==> src/rtl/running_avg_threshold_monitor_pkg.sv <==
// Shared types for the running-average threshold monitor: event codes,
// externally visible state encoding and the internal FSM encoding.
package running_avg_pkg;

    typedef enum logic [1:0] {
        EV_HIGH_ENTER = 2'd0,
        EV_HIGH_EXIT  = 2'd1,
        EV_LOW_ENTER  = 2'd2,
        EV_LOW_EXIT   = 2'd3
    } event_code_e;

    typedef enum logic [1:0] {
        ST_NORMAL = 2'd0,
        ST_HIGH   = 2'd1,
        ST_LOW    = 2'd2
    } state_out_e;

    // Pending states are debounce phases; they look like NORMAL from outside.
    typedef enum logic [2:0] {
        FSM_NORMAL    = 3'd0,
        FSM_HIGH_PEND = 3'd1,
        FSM_HIGH      = 3'd2,
        FSM_LOW_PEND  = 3'd3,
        FSM_LOW       = 3'd4
    } fsm_state_e;

endpackage

==> src/rtl/running_avg_threshold_monitor_event_hold_reg.sv <==
// One-entry event holding register with valid/ready handshake and a sticky
// overflow flag for events that arrive while a stalled event is held.
module event_hold_reg
    import running_avg_pkg::*;
(
    input  logic        clk,
    input  logic        reset,
    input  logic        load_i,
    input  event_code_e code_i,
    input  logic        ready_i,
    output logic        valid_o,
    output event_code_e code_o,
    output logic        overflow_o
);

    logic        valid_q, valid_d;
    event_code_e code_q, code_d;
    logic        overflow_q, overflow_d;

    // Load when the slot is free or being drained this cycle; otherwise drop
    // the newcomer, keep the held event and remember that something was lost.
    always_comb begin
        valid_d    = valid_q;
        code_d     = code_q;
        overflow_d = overflow_q;
        if (load_i) begin
            if (!valid_q || ready_i) begin
                valid_d = 1'b1;
                code_d  = code_i;
            end else begin
                overflow_d = 1'b1;
            end
        end else if (valid_q && ready_i) begin
            valid_d = 1'b0;
        end
    end

    // Register the slot; reset clears everything including the sticky flag.
    always_ff @(posedge clk) begin
        if (reset) begin
            valid_q    <= 1'b0;
            code_q     <= EV_HIGH_ENTER;
            overflow_q <= 1'b0;
        end else begin
            valid_q    <= valid_d;
            code_q     <= code_d;
            overflow_q <= overflow_d;
        end
    end

    assign valid_o    = valid_q;
    assign code_o     = code_q;
    assign overflow_o = overflow_q;

endmodule

==> src/rtl/running_avg_threshold_monitor.sv <==
// Debounced high/low threshold monitor on a running-average stream, with
// hysteresis on alarm exit and a one-entry event output.
module running_avg_threshold_monitor
    import running_avg_pkg::*;
#(
    parameter int DATAWIDTH = 32,
    parameter int DEBOUNCE  = 4,
    parameter int HYST      = 8
) (
    input  logic                 clk,
    input  logic                 reset,
    input  logic [DATAWIDTH-1:0] average_i,
    input  logic                 average_valid_i,
    input  logic [DATAWIDTH-1:0] thr_high_i,
    input  logic [DATAWIDTH-1:0] thr_low_i,
    input  logic                 event_ready_i,
    output logic                 event_valid_o,
    output logic [1:0]           event_code_o,
    output logic [1:0]           state_o,
    output logic                 overflow_o
);

    localparam int                   CNT_W  = $clog2(DEBOUNCE + 1);
    localparam logic [CNT_W-1:0]     DEB_V  = CNT_W'(DEBOUNCE);
    localparam logic [DATAWIDTH-1:0] HYST_V = DATAWIDTH'(HYST);

    // A single-sample debounce would make the pending states meaningless.
    generate
        if (DEBOUNCE < 2) begin : g_bad_debounce
            $error("running_avg_threshold_monitor: DEBOUNCE must be >= 2");
        end
    endgenerate

    fsm_state_e           fsm_q, fsm_d;
    logic [CNT_W-1:0]     cnt_q, cnt_d;
    logic                 above_hi, below_lo;
    logic [DATAWIDTH-1:0] exit_hi_thr, exit_lo_thr;
    logic [DATAWIDTH:0]   lo_sum;
    logic                 ev_load;
    event_code_e          ev_code;
    event_code_e          ev_code_out;

    // Threshold compares and saturating hysteresis exit levels.
    always_comb begin
        above_hi    = average_i > thr_high_i;
        below_lo    = average_i < thr_low_i;
        exit_hi_thr = (thr_high_i >= HYST_V) ? (thr_high_i - HYST_V) : '0;
        lo_sum      = {1'b0, thr_low_i} + {1'b0, HYST_V};
        exit_lo_thr = lo_sum[DATAWIDTH] ? '1 : lo_sum[DATAWIDTH-1:0];
    end

    // Next-state and debounce logic; only valid samples advance anything.
    always_comb begin
        fsm_d   = fsm_q;
        cnt_d   = cnt_q;
        ev_load = 1'b0;
        ev_code = EV_HIGH_ENTER;
        if (average_valid_i) begin
            case (fsm_q)
                FSM_NORMAL: begin
                    // High wins when thresholds overlap.
                    if (above_hi) begin
                        fsm_d = FSM_HIGH_PEND;
                        cnt_d = CNT_W'(1);
                    end else if (below_lo) begin
                        fsm_d = FSM_LOW_PEND;
                        cnt_d = CNT_W'(1);
                    end
                end
                FSM_HIGH_PEND: begin
                    if (above_hi) begin
                        if (cnt_q + 1'b1 == DEB_V) begin
                            fsm_d   = FSM_HIGH;
                            cnt_d   = '0;
                            ev_load = 1'b1;
                            ev_code = EV_HIGH_ENTER;
                        end else begin
                            cnt_d = cnt_q + 1'b1;
                        end
                    end else begin
                        // Breaking sample is consumed, not re-judged from NORMAL.
                        fsm_d = FSM_NORMAL;
                        cnt_d = '0;
                    end
                end
                FSM_LOW_PEND: begin
                    if (below_lo) begin
                        if (cnt_q + 1'b1 == DEB_V) begin
                            fsm_d   = FSM_LOW;
                            cnt_d   = '0;
                            ev_load = 1'b1;
                            ev_code = EV_LOW_ENTER;
                        end else begin
                            cnt_d = cnt_q + 1'b1;
                        end
                    end else begin
                        fsm_d = FSM_NORMAL;
                        cnt_d = '0;
                    end
                end
                FSM_HIGH: begin
                    if (average_i <= exit_hi_thr) begin
                        fsm_d   = FSM_NORMAL;
                        ev_load = 1'b1;
                        ev_code = EV_HIGH_EXIT;
                    end
                end
                FSM_LOW: begin
                    if (average_i >= exit_lo_thr) begin
                        fsm_d   = FSM_NORMAL;
                        ev_load = 1'b1;
                        ev_code = EV_LOW_EXIT;
                    end
                end
                default: begin
                    fsm_d = FSM_NORMAL;
                    cnt_d = '0;
                end
            endcase
        end
    end

    // State and debounce registers; reset beats a same-cycle sample.
    always_ff @(posedge clk) begin
        if (reset) begin
            fsm_q <= FSM_NORMAL;
            cnt_q <= '0;
        end else begin
            fsm_q <= fsm_d;
            cnt_q <= cnt_d;
        end
    end

    // External state view: pending phases report NORMAL.
    always_comb begin
        state_o = ST_NORMAL;
        case (fsm_q)
            FSM_HIGH: state_o = ST_HIGH;
            FSM_LOW:  state_o = ST_LOW;
            default:  state_o = ST_NORMAL;
        endcase
    end

    event_hold_reg u_event_hold (
        .clk        (clk),
        .reset      (reset),
        .load_i     (ev_load),
        .code_i     (ev_code),
        .ready_i    (event_ready_i),
        .valid_o    (event_valid_o),
        .code_o     (ev_code_out),
        .overflow_o (overflow_o)
    );

    assign event_code_o = ev_code_out;

endmodule

==> config.mk <==
export PLATFORM = sky130hd
export DESIGN_NAME = running_avg_threshold_monitor
export DESIGN_NICKNAME = d
export VERILOG_FILES = /design/src/rtl/running_avg_threshold_monitor_pkg.sv /design/src/rtl/running_avg_threshold_monitor_event_hold_reg.sv /design/src/rtl/running_avg_threshold_monitor.sv
export SDC_FILE = /design/constraint.sdc
export NUM_CORES = 1
export LEC_CHECK = 0
export ABC_AREA = 0
export BUFFER_PORTS_ARGS = -buffer_cell sky130_fd_sc_hd__buf_2
export CAP_MARGIN = 20
export CORE_MARGIN = 2
export CORE_UTILIZATION = 45
export CTS_BUF_LIST = sky130_fd_sc_hd__clkbuf_4 sky130_fd_sc_hd__clkbuf_8
export DETAILED_ROUTE_END_ITERATION = 8
export PLACE_DENSITY = 0.77
export SYNTH_ARGS = -nofsm -noshare
export SYNTH_HDL_FRONTEND = slang
export SYNTH_HIERARCHICAL = 1
export SYNTH_SLANG_ARGS = --single-unit
==> constraint.sdc <==
create_clock -name clk -period 4.5 [get_ports clk]
set_input_delay 0.225 -clock clk [delete_from_list [all_inputs] [get_ports clk]]
set_output_delay 0.225 -clock clk [all_outputs]
set_load 0.01 [all_outputs]
==> run summary <==
The clock latency on the worst-skew pair came out at 0.24 ns. The number of flops mapped to enable cells by yosys is 0. The synthesized cell area is 4900 um^2.

The number of global-route vias before repair came out at 5034. The number of buffers added by the clock tree synthesis step came out at 3. Synthesis instantiated 67 different standard cells from the library. No sink is reached through more buffers than the 2 on the longest clock path.

The detailed router's first-iteration violation count is 215. The hold violation count in the final report is 0. Setup repair after global routing left no endpoint under its margin. The TritonCTS clock tree is yes. The placed instance area came out at 5740 um^2. The worst setup path is launched from an input port.

The number of antenna violations at the first check in global routing was 0. The hold buffer count at CTS came out at 0. On the critical path, the stage with the largest delay is an instance of sky130_fd_sc_hd__nor3_1. The congestion estimate from routability-driven global placement came to 0.939.

The die is 108 um tall. Clock tree synthesis selected as its root buffer the cell sky130_fd_sc_hd__clkbuf_8. The power density over cell area came out at 118 nW/um^2. The delay of the slowest cell on the worst path is 0.41 ns. Before antenna repair, the detailed router went through 5 iterations. The flow ran to the end, and the final reports show no timing, DRC or antenna violations. The most instantiated flip-flop cell in the synthesis netlist is sky130_fd_sc_hd__dfxtp_1. Detailed placement finished with a half-perimeter wire length of 12600 um. The final sum of negative setup slack came out at 0 ns. The max-slew violation count is 0. The count of nets left with antenna violations once routing finished came out at 0. The number of top-level design ports came out at 106. The number of endpoints failing setup at the final stage is 0. The proportion of layout cells with a drive suffix above 1 is 18.7%. The largest net degree at the start of global routing came out at 17.

The placeable core region is 10700 um^2. The final critical-path share of the clock period is 92.3%. The worst voltage drop across the vdd grid came out at 0.000107 V. The worst setup path is captured at a flop. The via-per-instance ratio is 5.62. The analysis attributes to cell leakage a power of 2.95 nW. Averaged over all synthesized cells, the footprint is 7.27 um^2. The share of synthesized area in the top cell type comes to 33.5%.

The setup path with the least slack is of type in2reg. The arrival time reported for the critical path endpoint is 4.28 ns. Clock-pin slew was measured on the worst setup and hold paths at 0.05 ns. At the worst endpoint, the required time is 4.63 ns.

The min-delay analysis places its worst path in the category in2reg. After detailed routing, the total wire length is 14200 um. Sequential cells were found to cover 4.09% of the synthesized design area. The number of max-capacitance violations reported is 0. The number of buffers added on ports is 105.

The global-route usage over all layers came out at 24.2%. The top achievable clock speed is 0.241 GHz. The number of remaining DRC errors is 0. The area of all placed cells without fillers came out at 5790 um^2. After synthesis the netlist holds a flip-flop and latch count of 10. The die covers 11700 um^2. The post-synthesis instance total is 674. The die is 108 um wide. Ranked by total cell area, the synthesized netlist is headed by sky130_fd_sc_hd__ha_1 33%, sky130_fd_sc_hd__xnor2_1 7.3%, sky130_fd_sc_hd__nand2_1 5.8%. The biggest area consumer among synthesized cells is sky130_fd_sc_hd__ha_1. The transition time of the tightest slew-check pin is 1.02 ns. The antenna diode instance count came out at 0. The first global-routing pass estimated 23100 um of wire. At the end of the flow, the number of nets in the layout was 1029. Counting flops with an async set or reset pin after synthesis yields a share of 0%. The post-synth net total came out at 905. The worst-case clock skew is 0.000257 ns. The mean routed wirelength per cell came out at 15.2 um. The initial cell density of the core came out at 45.6%. The aggregate global routing overflow came out at 0. The shortest period the worst path allows is 4.15 ns. From synthesis to final layout, the design area changed by 18.2%. The count of yosys warnings during synthesis came out at 6. The critical path goes through buf_2 > inv_1 > nor4_2 > nand4_1 > nor3_1 > buf_4 > and4_1 > nand3_1 > mux2i_1 > ha_1 > and4_1 > nand4_1 > nand3b_1 > a211oi_2 > nor3b_1 > a31o_2 > or3_4 > mux2_4. The worst slew margin relative to its limit came out at 31.0%. The placement row count is 38. The highest fanout seen on the critical path is 4.

The number of clock sinks seen by CTS is 10. The depth of the CTS H-tree came out at 1. The number of vias in the routed layout came out at 5259.
==> layout make-up <==
cell class | count | area, um^2
fillers | 1102 | 4960
multi-input cells | 589 | 4420
repair buffers | 125 | 688
inverters | 69 | 259
flip-flops and latches | 10 | 200
well taps | 140 | 175
clock buffers | 3 | 41.3
==> through the flow <==
stage | util, % | setup WS [ns] | hold WS [ns] | total power, W | std cells
2_1_floorplan | - | 0.366 | 0.294 | 0.000415 | 674
3_3_place_gp | 53.4 | 0.106 | 0.463 | 0.000570 | 933
3_5_place_dp | 53.4 | 0.0341 | 0.474 | 0.000582 | 933
4_1_cts | 53.8 | 0.291 | 0.312 | 0.000679 | 936
5_1_grt | 53.9 | 0.0191 | 0.341 | 0.000752 | 936
6_report | 53.9 | 0.346 | 0.317 | 0.000681 | 936
==> cell usage after synthesis (all sizes together), types with 3 or more instances <==
master  number
nor4        12
nor2b        7
xor2         3
nor3        20
o21a         5
nand2b       9
a21boi       3
nand3       35
nand4       27
a21o        10
nand2       77
a221oi       4
dfxtp       10
clkbuf       3
nor2        57
inv         69
o21ai       23
a21oi       52
or3          6
and4        10
and2         6
a31oi        3
buf          3
a221o        4
a211oi       4
mux2i        5
ha         131
xnor2       41
==> sequential cells by signal, summed over array words and instances, names as in the netlist <==
signal	count
u_event_hold/overflow_o	1
u_event_hold/valid_o	1
u_event_hold/code_o	2
fsm_q	3
cnt_q	3
==> per-layer routing <==
layer,part of all wire [%],track usage (%),wire [um],up-vias
li1,-,-,-,2709
met1,46,31.3,6580,2373
met2,47,43.6,6700,153
met3,4.3,1.93,617,24
met4,2.3,5.59,327,0
met5,0,0,0,-
==> power by group <==
group           total, W  switching, W  internal (W)
clock network  0.0000934     0.0000349     0.0000586
registers       0.000103    0.00000859     0.0000948
logic           0.000484      0.000278      0.000206
total           0.000681      0.000322      0.000360
==> logic make-up (layout without fill, tap and decap cells) <==
kind of cell,count (synthesis),after routing,share of synthesized area [%]
AOI/OAI and AO/OA,133,133,18.5
muxes,6,6,1.33
xor gates and xnor gates,44,44,7.87
DFF,10,10,4.09
and+or+nand+nor,275,275,28.9
adders and majority gates,131,131,33.5
buffers and inverters,75,197,5.80
==> what timing repair did <==
action                                  4_1_cts  5_1_grt
resized for setup                             0        3
setup buffers                                 0        0
endpoints found under the setup margin        0        4
==> cell usage in the layout, fill, tap and decap left out, types with 20 or more instances in the layout <==
cell type / count
sky130_fd_sc_hd__ha_1: 131
sky130_fd_sc_hd__buf_2: 105
sky130_fd_sc_hd__nand2_1: 76
sky130_fd_sc_hd__inv_1: 69
sky130_fd_sc_hd__nor2_1: 56
sky130_fd_sc_hd__a21oi_1: 52
sky130_fd_sc_hd__xnor2_1: 41
sky130_fd_sc_hd__nand3_1: 34
sky130_fd_sc_hd__nand4_1: 25
sky130_fd_sc_hd__o21ai_0: 21
sky130_fd_sc_hd__nor3_1: 20
==> worst max-delay path, delay by kind of cell <==
kind | cells | cell delay (ns)
compound gates | 2 | 0.57
fa+ha+maj | 1 | 0.30
buf+inv | 3 | 0.43
mux | 2 | 0.43
simple gates | 10 | 2.35
==> path summary, 6_finish.rpt <==
| check | startpoint | to | depth (start not counted) | slack, ns |
|---|---|---|---|---|
| worst max register to register | fsm_q[2]$_SDFFE_PP0P_ | u_event_hold/code_o[1]$_SDFFE_PP0P_ | 6 | 2.44 |
| worst min-delay path | event_ready_i | u_event_hold/valid_o$_SDFFE_PP0P_ | 4 | 0.32 |
| worst max-delay path | thr_low_i[11] | fsm_q[1]$_SDFFE_PP0P_ | 18 | 0.35 |
| worst min register to register | u_event_hold/overflow_o$_SDFFE_PP0P_ | u_event_hold/overflow_o$_SDFFE_PP0P_ | 2 | 0.48 |
No activity file was read; power rests on OpenSTA's default activity.
